`src/rtl/ref_read_arbiter.sv`:
```
// ref_read_arbiter: shares one 256-bit AXI read port among NUM_REQ ReferenceReaders.
// Requests are granted round-robin into a single holding register. Each issued burst
// is logged {owner, len} in an in-order FIFO, and returning beats are steered to the
// owner of the oldest outstanding burst.
// Optional build macro REF_READ_ARB_ERR_CHECK_EN: adds a sticky err_out and drops
// orphan beats (data arriving with no outstanding burst) instead of stalling them.
module ref_read_arbiter #(
   parameter int unsigned NUM_REQ         = 4,
   parameter int unsigned LOG_NUM_REQ     = 2,
   parameter int unsigned ORDER_DEPTH     = 8,
   parameter int unsigned LOG_ORDER_DEPTH = 3
) (
   input  logic                     clk,
   input  logic                     rst,
   input  logic [NUM_REQ*6-1:0]     req_id_in,
   input  logic [NUM_REQ*32-1:0]    req_addr_in,
   input  logic [NUM_REQ*8-1:0]     req_len_in,
   input  logic [NUM_REQ-1:0]       req_info_valid_in,
   output logic [NUM_REQ-1:0]       req_info_rdy_out,
   output logic [255:0]             req_data_out,
   output logic [NUM_REQ-1:0]       req_data_valid_out,
   input  logic [NUM_REQ-1:0]       req_data_rdy_in,
   output logic [5:0]               rd_id_out,
   output logic [31:0]              rd_addr_out,
   output logic [7:0]               rd_len_out,
   output logic                     rd_info_valid_out,
   input  logic                     rd_info_rdy_in,
   input  logic [255:0]             rd_data_in,
   input  logic                     rd_data_valid_in,
   output logic                     rd_data_rdy_out
`ifdef REF_READ_ARB_ERR_CHECK_EN
   ,
   output logic                     err_out
`endif
);

   localparam int unsigned ID_W    = 6;
   localparam int unsigned ID_HI_W = ID_W - LOG_NUM_REQ;
   localparam int unsigned PW      = LOG_NUM_REQ + 1;
   localparam int unsigned CW      = LOG_ORDER_DEPTH + 1;

   // Per-requester request fields, unpacked from the flat port vectors
   logic [ID_HI_W-1:0]               id_hi_arr [NUM_REQ];
   logic [31:0]                      addr_arr  [NUM_REQ];
   logic [7:0]                       len_arr   [NUM_REQ];
   logic [NUM_REQ*LOG_NUM_REQ-1:0]   unused_id_lsbs;

   // Arbitration
   logic [NUM_REQ-1:0]               eligible;
   logic [LOG_NUM_REQ-1:0]           rr_ptr;
   logic [LOG_NUM_REQ-1:0]           win_idx;
   logic                             win_found;
   logic [LOG_NUM_REQ-1:0]           rr_next;
   logic                             capture;

   // Ordering FIFO and beat tracking
   logic [LOG_NUM_REQ-1:0]           fifo_idx [ORDER_DEPTH];
   logic [7:0]                       fifo_len [ORDER_DEPTH];
   logic [LOG_ORDER_DEPTH-1:0]       wr_ptr;
   logic [LOG_ORDER_DEPTH-1:0]       rd_ptr;
   logic [CW-1:0]                    count;
   logic [7:0]                       beat_cnt;
   logic                             fifo_empty;
   logic                             fifo_full;
   logic [LOG_NUM_REQ-1:0]           head_idx;
   logic [7:0]                       head_len;
   logic                             beat_xfer;
   logic                             pop;

   // Field unpacking; the low ID bits are replaced by the requester index on the bus
   for (genvar g = 0; g < NUM_REQ; g++) begin : g_unpack
      assign id_hi_arr[g] = req_id_in[ID_W*g + LOG_NUM_REQ +: ID_HI_W];
      assign addr_arr[g]  = req_addr_in[32*g +: 32];
      assign len_arr[g]   = req_len_in[8*g +: 8];
      assign unused_id_lsbs[LOG_NUM_REQ*g +: LOG_NUM_REQ] = req_id_in[ID_W*g +: LOG_NUM_REQ];
   end

   // A requester acknowledged this cycle still shows its old valid; keep it out of the race
   assign eligible = req_info_valid_in & ~req_info_rdy_out;

   // Round-robin pick: first eligible requester at or after rr_ptr, wrapping
   always_comb begin
      logic [PW-1:0] cand;
      logic [PW-1:0] nxt;
      win_found = 1'b0;
      win_idx   = '0;
      cand      = '0;
      for (int unsigned k = 0; k < NUM_REQ; k++) begin
         cand = {1'b0, rr_ptr} + PW'(k);
         if (cand >= PW'(NUM_REQ)) begin
            cand = cand - PW'(NUM_REQ);
         end
         if (!win_found && eligible[cand[LOG_NUM_REQ-1:0]]) begin
            win_found = 1'b1;
            win_idx   = cand[LOG_NUM_REQ-1:0];
         end
      end
      nxt = {1'b0, win_idx} + PW'(1);
      if (nxt >= PW'(NUM_REQ)) begin
         nxt = '0;
      end
      rr_next = nxt[LOG_NUM_REQ-1:0];
   end

   assign fifo_empty = (count == '0);
   assign fifo_full  = (count == CW'(ORDER_DEPTH));
   assign capture    = (!rd_info_valid_out || rd_info_rdy_in) && !fifo_full && win_found;

   assign head_idx   = fifo_idx[rd_ptr];
   assign head_len   = fifo_len[rd_ptr];

   // Return-data steering from the FIFO head
   always_comb begin
      req_data_out       = rd_data_in;
      req_data_valid_out = '0;
      rd_data_rdy_out    = 1'b0;
      if (!fifo_empty) begin
         req_data_valid_out[head_idx] = rd_data_valid_in;
         rd_data_rdy_out              = req_data_rdy_in[head_idx];
      end
`ifdef REF_READ_ARB_ERR_CHECK_EN
      else begin
         rd_data_rdy_out = 1'b1;
      end
`endif
   end

   assign beat_xfer = rd_data_valid_in && rd_data_rdy_out && !fifo_empty;
   assign pop       = beat_xfer && (beat_cnt == head_len);

   // Request holding register, grant pulse, RR pointer and FIFO bookkeeping
   always_ff @(posedge clk) begin
      if (rst) begin
         rd_info_valid_out <= 1'b0;
         rd_id_out         <= '0;
         rd_addr_out       <= '0;
         rd_len_out        <= '0;
         req_info_rdy_out  <= '0;
         rr_ptr            <= '0;
         wr_ptr            <= '0;
         rd_ptr            <= '0;
         count             <= '0;
         beat_cnt          <= '0;
`ifdef REF_READ_ARB_ERR_CHECK_EN
         err_out           <= 1'b0;
`endif
      end else begin
         req_info_rdy_out <= '0;
         if (capture) begin
            rd_info_valid_out         <= 1'b1;
            rd_id_out                 <= {id_hi_arr[win_idx], win_idx};
            rd_addr_out               <= addr_arr[win_idx];
            rd_len_out                <= len_arr[win_idx];
            req_info_rdy_out[win_idx] <= 1'b1;
            rr_ptr                    <= rr_next;
            wr_ptr                    <= wr_ptr + LOG_ORDER_DEPTH'(1);
         end else if (rd_info_rdy_in) begin
            rd_info_valid_out <= 1'b0;
         end

         if (beat_xfer) begin
            if (pop) begin
               beat_cnt <= '0;
               rd_ptr   <= rd_ptr + LOG_ORDER_DEPTH'(1);
            end else begin
               beat_cnt <= beat_cnt + 8'(1);
            end
         end

         case ({capture, pop})
            2'b10:   count <= count + CW'(1);
            2'b01:   count <= count - CW'(1);
            default: count <= count;
         endcase

`ifdef REF_READ_ARB_ERR_CHECK_EN
         if (rd_data_valid_in && fifo_empty) begin
            err_out <= 1'b1;
         end
`endif
      end
   end

   // FIFO payload storage; contents are meaningless while the entry is not counted
   always_ff @(posedge clk) begin
      if (capture) begin
         fifo_idx[wr_ptr] <= win_idx;
         fifo_len[wr_ptr] <= len_arr[win_idx];
      end
   end

   // Interface invariants
   a_rdy_onehot : assert property (@(posedge clk) disable iff (rst)
      $onehot0(req_info_rdy_out));
   a_count_bound : assert property (@(posedge clk) disable iff (rst)
      count <= CW'(ORDER_DEPTH));
   a_hold_stable : assert property (@(posedge clk) disable iff (rst)
      (rd_info_valid_out && !rd_info_rdy_in) |=>
         (rd_info_valid_out && $stable(rd_id_out) && $stable(rd_addr_out) && $stable(rd_len_out)));

endmodule
```
`config.mk`:
```
export PLATFORM = sky130hd
export DESIGN_NAME = ref_read_arbiter
export DESIGN_NICKNAME = d
export VERILOG_FILES = /design/src/rtl/ref_read_arbiter.sv
export SDC_FILE = /design/constraint.sdc
export NUM_CORES = 1
export LEC_CHECK = 0
export CORE_AREA = 2 2 299 301
export DETAILED_ROUTE_END_ITERATION = 10
export DIE_AREA = 0 0 301 303
export HOLD_SLACK_MARGIN = 0.12
export PLACE_DENSITY = 0.47
export SLEW_MARGIN = 20
export SYNTH_ARGS = -nofsm -noshare
export SYNTH_HDL_FRONTEND = slang
export SYNTH_SLANG_ARGS = --single-unit
```
`constraint.sdc`:
```
create_clock -name clk -period 3.7 [get_ports clk]
set_input_delay 0.74 -clock clk [delete_from_list [all_inputs] [get_ports clk]]
set_output_delay 0.74 -clock clk [all_outputs]
set_load 0.01 [all_outputs]
```
### Yosys cells after proc, flatten, opt, wreduce, memory -nomap -nowiden

Memories as Yosys holds them, arrays and structs flattened. A register that Yosys moved wholly into a read port is not among the register bits.
Cells that the tools add are included.

| word-level totals | value |
|---|---|
| bits of input ports | 452 |
| logic and storage cells | 118 |
| memories | 2 |
| output and inout port bits | 312 |
| RAM bits | 80 |
| register bits after elaboration | 71 |

Memories:

| name | words | bits a word | read ports | clocked after memory_dff | write ports | RTL line | source |
|---|---|---|---|---|---|---|---|
| fifo_len | 8 | 8 | 1 | 1 | 1 | 58 | `logic [7:0] fifo_len [ORDER_DEPTH];` |
| fifo_idx | 8 | 2 | 1 | 1 | 1 | 57 | `logic [LOG_NUM_REQ-1:0] fifo_idx [ORDER_DEPTH];` |

| cells by class | value |
|---|---|
| equality and inequality tests | 4 |
| bitwise gates (word level) | 5 |
| mux-type cells | 48 |
| $add $sub $neg | 13 |
| reduce and logical (&&, ||, !) cells | 22 |
| magnitude comparators | 14 |

Operator list:

| operator | count |
|---|---|
| 32-bit binary-select mux with 2-bit select | 1 |
| 32-bit two-way mux | 2 |
| 8-bit two-way mux | 3 |
| 2-bit by 3-bit < comparator with 1-bit output, second input constant | 6 |
| 2-bit two-way mux | 9 |
| 8-bit binary-select mux with 2-bit select | 1 |
| 1-bit two-way mux | 16 |
| 3-bit >= comparator, second input constant | 5 |
| 3-bit two-way mux | 4 |
| 4-bit two-way mux | 3 |
| 1-bit binary-select mux with 2-bit select | 5 |
| 1-bit logical AND | 10 |
| 8-bit by 1-bit adder with 8-bit output, second input constant | 1 |
| 4-bit bitwise AND | 2 |
| 4-bit binary-select mux with 2-bit select | 1 |
| 8-bit equality test | 1 |
| 4-bit case mux with 2 select lines | 1 |
| 2-bit by 1-bit subtractor with 2-bit output, second input constant | 4 |
| 2-bit by 1-bit adder with 3-bit output, second input constant | 2 |
| 2-bit by 2-bit adder with 3-bit output, second input constant | 2 |
| 3-bit by 1-bit adder with 3-bit output, second input constant | 2 |
| 1-bit zero test | 6 |
| 4-bit by 1-bit adder with 4-bit output, second input constant | 1 |
| 1-bit demux with 2-bit select | 2 |
| other kinds (14) | 16 |

### Longest topological paths before layout

Gate-level depths: netlist (run 1).

| logic depth | value |
|---|---|
| depth in word-level cells | 18 |
| mapped depth | 16 |
| mapped depth without buffers | 13 |

### Worst setup path after synthesis (run 1)

OpenSTA, ideal clock, no wires.

| timing | value |
|---|---|
| kind | reg-to-reg |
| from | reg (tool-made name) |
| to | reg count[3] |
| data required time | 3.628 ns |
| cell stages (with the launch flop) | 17 |
| arrival time | 3.687 ns |
| path slack | -0.059 ns |
| setup time | 0.072 ns |
| buffers on the path | 3 |
| period minus slack after synthesis | 3.759 ns |
| cell sequence | dfxtp_1 clkbuf_1 buf_4 mux4_2 mux2i_1 xor2_1 nand4b_1 nor3_1 and2_1 buf_6 ha_1 ha_1 a21o_1 a21oi_1 xnor2_1 or3_1 a21oi_1 |

RTL lines:

| element | RTL line | source |
|---|---|---|
| end signal: assignment | 171 | `2'b10: count <= count + CW'(1);` |
| end signal: assignment | 172 | `2'b01: count <= count - CW'(1);` |
| end signal: assignment | 173 | `default: count <= count;` |
| end: declaration | 61 | `logic [CW-1:0] count;` |

==> metrics.yaml, run 1 <==
min-delay-path-class: "flip-flop to flip-flop"
p_leak_uw: 0.00390
wl_mm: 25.2
crit_fanout: 5
dr.pass1.iters: 4
cp.required_ns: 4.07
crit_arrival_ns: 3.94
cts_tree: "yes"
synthToLayoutAreaGrowth_pct: 31.3
post-route-period-util_pct: 96.4
worst_pin_slew_ns: 0.858
crit_path_end: "count[3]"
antenna_left: 0
drtIter0Drc: 237
clkTransAtPathRegs_ns: 0.06
postLayoutCoreUtil_pct: 13.5
synth.yosys.warnings: 0
finalMaxSlewViolations: 0
drc: 0
overflow: 0
cp-start-kind: "flip-flop"
initial_core_util_pct: 10.3
dr_total_vias: 5541
max-cap-violations: 0
antenna_found_initial: 0
synth-main-ff-cell: "edfxtp_1"
grt_pass1_vias: 6044
ios: 764
postSynthAreaPerCell_um2: 12.1
root_buffer: "clkbuf_16"
pre_cts_ws_ns: -0.119
core_region_area_um2: 88000
max_freq_mhz: 281
async_flop_share_pct: 0
status: "complete, no violations"
synth_seq_area_share_pct: 42.9
layout_commonest_cell: "clkdlybuf4s50_1"
finalCriticalPeriod_ns: 3.56
h-tree-depth: 4
finalHoldViolCount: 0
syn-num-nets: 1208
final_cell_mix: "clkdlybuf4s50_1, edfxtp_1, dfxtp_1, mux4_2, a22o_1"
io_buffers: 243
r2r_cells: 12
die_h_um: 303
die_area_um2: 91200
fin_total_pwr_uw: 5470
nets: 1223
clockBufferDepth: 2
r2r-end: "count[3]"
clk_latency_ns: 0.45
grt_pass1_wl_mm: 36.8
die_w_um: 301
clock_skew_ns: 0.0147
power_density_nw_per_um2: 460
setup_violations: 0
endpoint_kind: "flip-flop"
gp_congestion: 0.738
synth_edf_count: 80
drt-vias-per-instance: 2.86
max_slew_margin_pct: 41.1
cts_buffers: 17
hold_buffers: 0
grt_max_degree: 49
cts_sinks: 154
drive_above_1_share_pct: 18.8
synth_cell_types: 51
path_class: "flip-flop to flip-flop"
syn_area_um2: 9050
rsz0062_at_grt: "no"
syn_inst: 745
peakVddDrop_mv: 0.299
final.setup.worst_slack_ns: 0.135
hpwlAfterDp_mm: 19.6
grt_use_total_pct: 5.49
r2r_slack_ns: 0.14
num_rows: 109
ys_ff_latch: 154
wl_per_cell_um: 13.0
worst max-delay path, cell delays in order, from the launching register on:
cell	delay (ns)
dfxtp_4	0.38
mux2_2	0.33
mux4_2	0.56
mux4_2	0.48
and2_4	0.20
and2_4	0.16
ha_1	0.21
ha_1	0.28
a21o_1	0.19
a21oi_2	0.15
xnor2_1	0.08
or3_1	0.31
a21oi_1	0.16
repair_timing:
item | in CTS | in global routing
buffers inserted | 1 | 0
endpoints found under the setup margin | 2 | 1
pin swaps | 0 | 0
gates resized for setup | 5 | 1
hold endpoints to repair | 0 | 0
layer usage:
layer  track usage, %  part of all wire (%)
met1             5.24                    35
met2             9.33                    49
met3             3.00                    11
met4             3.26                   4.5
met5                0                     0
final cells by class:
| cell class | instances | area [um^2] |
|---|---|---|
| Clock buffer | 23 | 468 |
| Fill cell | 9824 | 76100 |
| Timing Repair Buffer | 285 | 2850 |
| Clock inverter | 9 | 88.8 |
| Inverter | 9 | 33.8 |
| Tap cell | 1165 | 1460 |
| Antenna cell | 1 | 2.50 |
| Multi-Input combinational cell | 293 | 3100 |
| Sequential cell | 154 | 3890 |
report_power, final:
group / switching (uW) / internal (uW) / total (uW)
clock: 712 / 965 / 1680
combinational: 718 / 890 / 1610
sequential: 105 / 2080 / 2180
cells in the mapped netlist (4+ instances only):
library cell,n,area share [%]
buf_4,257,21
edfxtp_1,80,27
dfxtp_1,74,16
mux4_2,50,12
a22o_1,45,4.4
mux2i_1,42,4.6
clkbuf_1,20,0.83
nor2_1,20,0.83
xor2_1,14,1.4
a21oi_1,13,0.72
nand2_1,11,0.46
ha_1,10,1.4
nand2b_1,8,0.55
and2_1,7,0.48
inv_1,7,0.29
nor2b_1,7,0.48
buf_2,6,0.33
nor3_1,6,0.33
mux2_2,5,0.62
nand3_1,5,0.28
nor3_2,5,0.55
buf_6,4,0.50
nand4_1,4,0.28
sequential cells by signal, summed over array words and instances, names as in the netlist, named ones only:
name	flops
beat_cnt	8
rd_addr_out	32
rr_ptr	1
count	4
wr_ptr	3
rd_info_valid_out	1
rd_id_out	6
rd_ptr	3
rd_len_out	8
fifo_len	64
req_info_rdy_out	4
fifo_idx	16
cells by family (layout without fill, tap and decap cells):
kind of cell,Yosys count,count (layout),share of synthesized area [%]
other,0,1,0
XOR/XNOR,17,17,1.65
AO/OA/AOI/OAI,76,76,6.42
multiplexers,101,101,18.5
AND/OR/NAND/NOR,88,88,5.49
buffers and inverters,298,326,23.4
flip-flops,154,154,42.9
adder cells (fa/ha/maj),11,11,1.60
metrics by stage:
stage	hold WS [ns]	cell area (um^2)	setup TNS [ns]	cells
6_report	0.477	11900	0	1939
5_1_grt	0.501	11900	0	1938
4_1_cts	0.479	11800	0	1937
3_5_place_dp	0.460	11300	-0.119	1904
3_3_place_gp	0.451	11300	-0.190	1904
2_1_floorplan	0.471	9050	0	745
how the worst min path moves through the flow:
stage / startpoint / end / slack (ns) / cells past startpoint
6_report: rd_addr_out[31] / rd_addr_out[31] / 0.48 / 1
5_1_grt: rd_addr_out[19] / rd_addr_out[19] / 0.50 / 1
4_1_cts: rd_len_out[0] / rd_len_out[0] / 0.48 / 1
3_5_place_dp: rd_len_out[2] / rd_len_out[2] / 0.46 / 1
3_3_place_gp: rd_id_out[1] / rd_id_out[1] / 0.45 / 2
2_1_floorplan: count[3] / count[3] / 0.47 / 2
Power figures use the tool's default switching activity.
==> run 2: changes to the inputs <==
==> config.mk (replaced) <==
export PLATFORM = sky130hd
export DESIGN_NAME = ref_read_arbiter
export DESIGN_NICKNAME = d
export VERILOG_FILES = /design/src/rtl/ref_read_arbiter.sv
export SDC_FILE = /design/constraint.sdc
export NUM_CORES = 1
export LEC_CHECK = 0
export CORE_AREA = 2 2 298 300
export DETAILED_ROUTE_END_ITERATION = 10
export DIE_AREA = 0 0 300 302
export DONT_BUFFER_PORTS = 1
export GPL_TIMING_DRIVEN = 0
export HOLD_SLACK_MARGIN = 0.12
export PLACE_DENSITY = 0.35
export SLEW_MARGIN = 40
export SYNTH_ARGS = -nofsm -noshare
export SYNTH_HDL_FRONTEND = slang
export SYNTH_SLANG_ARGS = --single-unit
==> run 2 against run 1 <==
  * Count of clock-buffer cells in the layout is 6 lower
  * Clock skew rose by 0.0055 ns
  * Maximum frequency is 1.3% higher
  * Worst setup slack gained 0.047 ns
  * Sequential power is 3% higher
  * Sequential share of layout area increased by 1.2 points
  * Core utilization fell by 0.42 points
  * Hold slack gained 0.041 ns
  * Critical path depth grew 1
==> metrics.yaml, run 2 (synthesis results as in run 1) <==
top_register: "fifo_len"
core_region_area_um2: 87600  # -0.47%
cpLargestDelayFamily: "multiplexers"
power_switching_uw: 1840  # +20%
drive_above_1_share_pct: 52.7  # +34 points
r2r_cells: 13  # +1
io_buffers: 0  # -100%
finalHoldViolCount: 0  # unchanged
final_area_um2: 11500  # -3.6%
dr_total_vias: 5664  # +2.2%
ios: 764  # unchanged
clk_latency_ns: 0.44  # about the same
grt_use_total_pct: 6.01  # +0.52 points
min-delay-path-class: "flip-flop to flip-flop"
die_w_um: 300  # -0.33%
max_slew_margin_pct: 47.0  # +5.9 points
synthToLayoutAreaGrowth_pct: 26.6
max-cap-violations: 0  # unchanged
r2r-end: "count[3]"
holdWs_ns: 0.519  # +0.0413 ns
top_regs: "fifo_len: 64 flops, rd_addr_out: 32 flops, fifo_idx: 16 flops"
worst_pin_slew_ns: 0.795  # -0.0632 ns
gp_congestion: 0.742  # +0.51%
finalCriticalPeriod_ns: 3.52  # -0.0467 ns
antenna_left: 0  # unchanged
clockBufferDepth: 2  # unchanged
crit_arrival_ns: 3.89  # -0.05 ns
die_h_um: 302  # -0.33%
power_density_nw_per_um2: 485  # +5.5%
pre_cts_ws_ns: -0.863  # -0.744 ns
antenna_found_initial: 5  # +5
finalMaxSlewViolations: 0  # unchanged
clockPowerShare_pct: 32.6  # +1.9 points
cts_sinks: 154  # unchanged
max_freq_mhz: 284  # +1.3%
hpwlAfterDp_mm: 24.5  # +25%
final_cell_mix: "buf_4, edfxtp_1, dfxtp_1, mux4_2, a22o_1"
cp-start-kind: "flip-flop"
nets: 1249  # +2.1%
wl_mm: 29.9  # +19%
die_area_um2: 90600  # -0.66%
wl_per_cell_um: 15.2  # +17%
grt_max_degree: 20  # -59%
critPathBufInv: 1  # +1
fillerInstances: 9908  # +0.86%
multiInputGateArea_um2: 3190  # +2.9%
grt_pass1_wl_mm: 39.3  # +6.8%
grt_pass1_vias: 5718  # -5.4%
cts_tree: "yes"
power_frac_seq_pct: 40.5  # +0.6 points
p_leak_uw: 0.00422  # +8.2%
crit_path_max_incr_delay_ns: 0.53  # -0.03 ns
placed_area_um2: 10700  # -5.1%
r2r_slack_ns: 0.18  # +0.05 ns
post-route-period-util_pct: 95.1  # -1.3 points
num_rows: 109  # unchanged
h-tree-depth: 4  # unchanged
clkTransAtPathRegs_ns: 0.07  # about the same
crit_slowest_cell: "mux4_2"
root_buffer: "clkbuf_16"
initial_core_util_pct: 10.3  # +0.048 points
crit_fanout: 7  # +2
regArea_um2: 3890  # about the same
drtIter0Drc: 201  # -15%
postLayoutCoreUtil_pct: 13.1  # -0.42 points
drt-vias-per-instance: 2.88  # +0.87%
path_cells: "buf_6 > mux2_4 > mux4_2 > mux4_2 > and2_4 > and2_4 > ha_4 > ha_4 > a21o_1 > a21oi_2 > xnor2_1 > or3_1 > a21oi_2"
status: "complete, no violations"
peakVddDrop_mv: 0.345  # +15%
cp.required_ns: 4.07  # about the same
internal_power_uw: 3720  # -5.5%
setup_violations: 0  # unchanged
whs_path_depth: 2  # +1
dr.pass1.iters: 4  # unchanged
final.setup.worst_slack_ns: 0.182  # +0.0467 ns
switching_share_pct: 33.2  # +5.1 points
drc: 0  # unchanged
clock_skew_ns: 0.0202  # +0.00551 ns
min-delay-start: "rd_ptr[0]"
path_class: "flip-flop to flip-flop"
cts_buffers: 17  # unchanged
rsz0062_at_grt: "no"
overflow: 0  # unchanged
largest_reg_flops: 64  # unchanged
endpoint_kind: "flip-flop"
layout_commonest_cell: "buf_4"
pwr-share-comb_pct: 26.9  # -2.5 points
## run 2: cell types whose count changed in the layout (fill, tap and decap cells not counted), sizes merged
| cell | delta |
|---|---|
| clkdlybuf4s50 | -242 |
| buf | +251 |
| clkinv | +2 |
| dlygate4sd2 | -1 |
| inv | +5 |
| bufinv | -1 |
| clkbuf | +12 |
## run 2: worst max path at each step
stage	slack [ns]	startpoint	cells after the start	endpoint
3_3_place_gp	-1.77	req_info_valid_in[3]	7	fifo_len[2][2]
5_1_grt	0.05	flip-flop	14	count[3]
2_1_floorplan	0.03	flip-flop	15	count[3]
3_5_place_dp	-0.86	flip-flop	16	count[3]
4_1_cts	0.009	flip-flop	15	count[3]
6_report	0.18	flip-flop	13	count[3]
## run 2: timing repair
action                     in CTS  in global routing
pin swaps                       5                  9
hold endpoints to repair        0                  0
hold buffers                    0                  0
cloned                          0                  0
setup buffers                   7                  2
gates resized for setup        13                 17
setup endpoints to repair       4                 22
## run 2: tightest hold or removal path, stage by stage, from the launching register on
cell	delay, ns
dfxtp_1	0.33
nand2b_1	0.09
o21ai_1	0.06
## run 2: per-layer routing
layer	vias up	track usage, %	routed length, um
met5	-	0	38
met4	6	1.68	301
met3	18	1.87	2560
met2	360	10.7	15900
met1	2763	6.89	11100
li1	2517	-	-
## run 2: power groups by stage
| stage | registers, uW | clock network (uW) | logic [uW] |
|---|---|---|---|
| floorplan | 2240 | 0 | 1100 |
| global placement | 2300 | 0 | 1440 |
| detailed placement | 2300 | 0 | 1500 |
| CTS | 2260 | 1890 | 1520 |
| global route | 2280 | 1950 | 1630 |
| finish | 2250 | 1810 | 1490 |
## run 2: area by class of cell
| type | count | area share (%) |
|---|---|---|
| diodes | 1 | 0.0218 |
| plain buffers | 285 | 18.2 |
| clock buffers | 17 | 3.71 |
| clock inverters | 15 | 1.64 |
| inverters | 9 | 0.295 |
| multi-input cells | 293 | 27.8 |
| flip-flops and latches | 154 | 34.0 |
| well taps | 1165 | 12.7 |
| repair buffers | 26 | 1.66 |
## run 2: through the flow
| step | power, uW | setup TNS [ns] | cells |
|---|---|---|---|
| 2_1_floorplan | 3340 | 0 | 745 |
| 3_3_place_gp | 3750 | -110.96 | 1910 |
| 3_5_place_dp | 3790 | -6.11 | 1928 |
| 4_1_cts | 5670 | 0 | 1965 |
| 5_1_grt | 5860 | 0 | 1964 |
| 6_report | 5560 | 0 | 1965 |
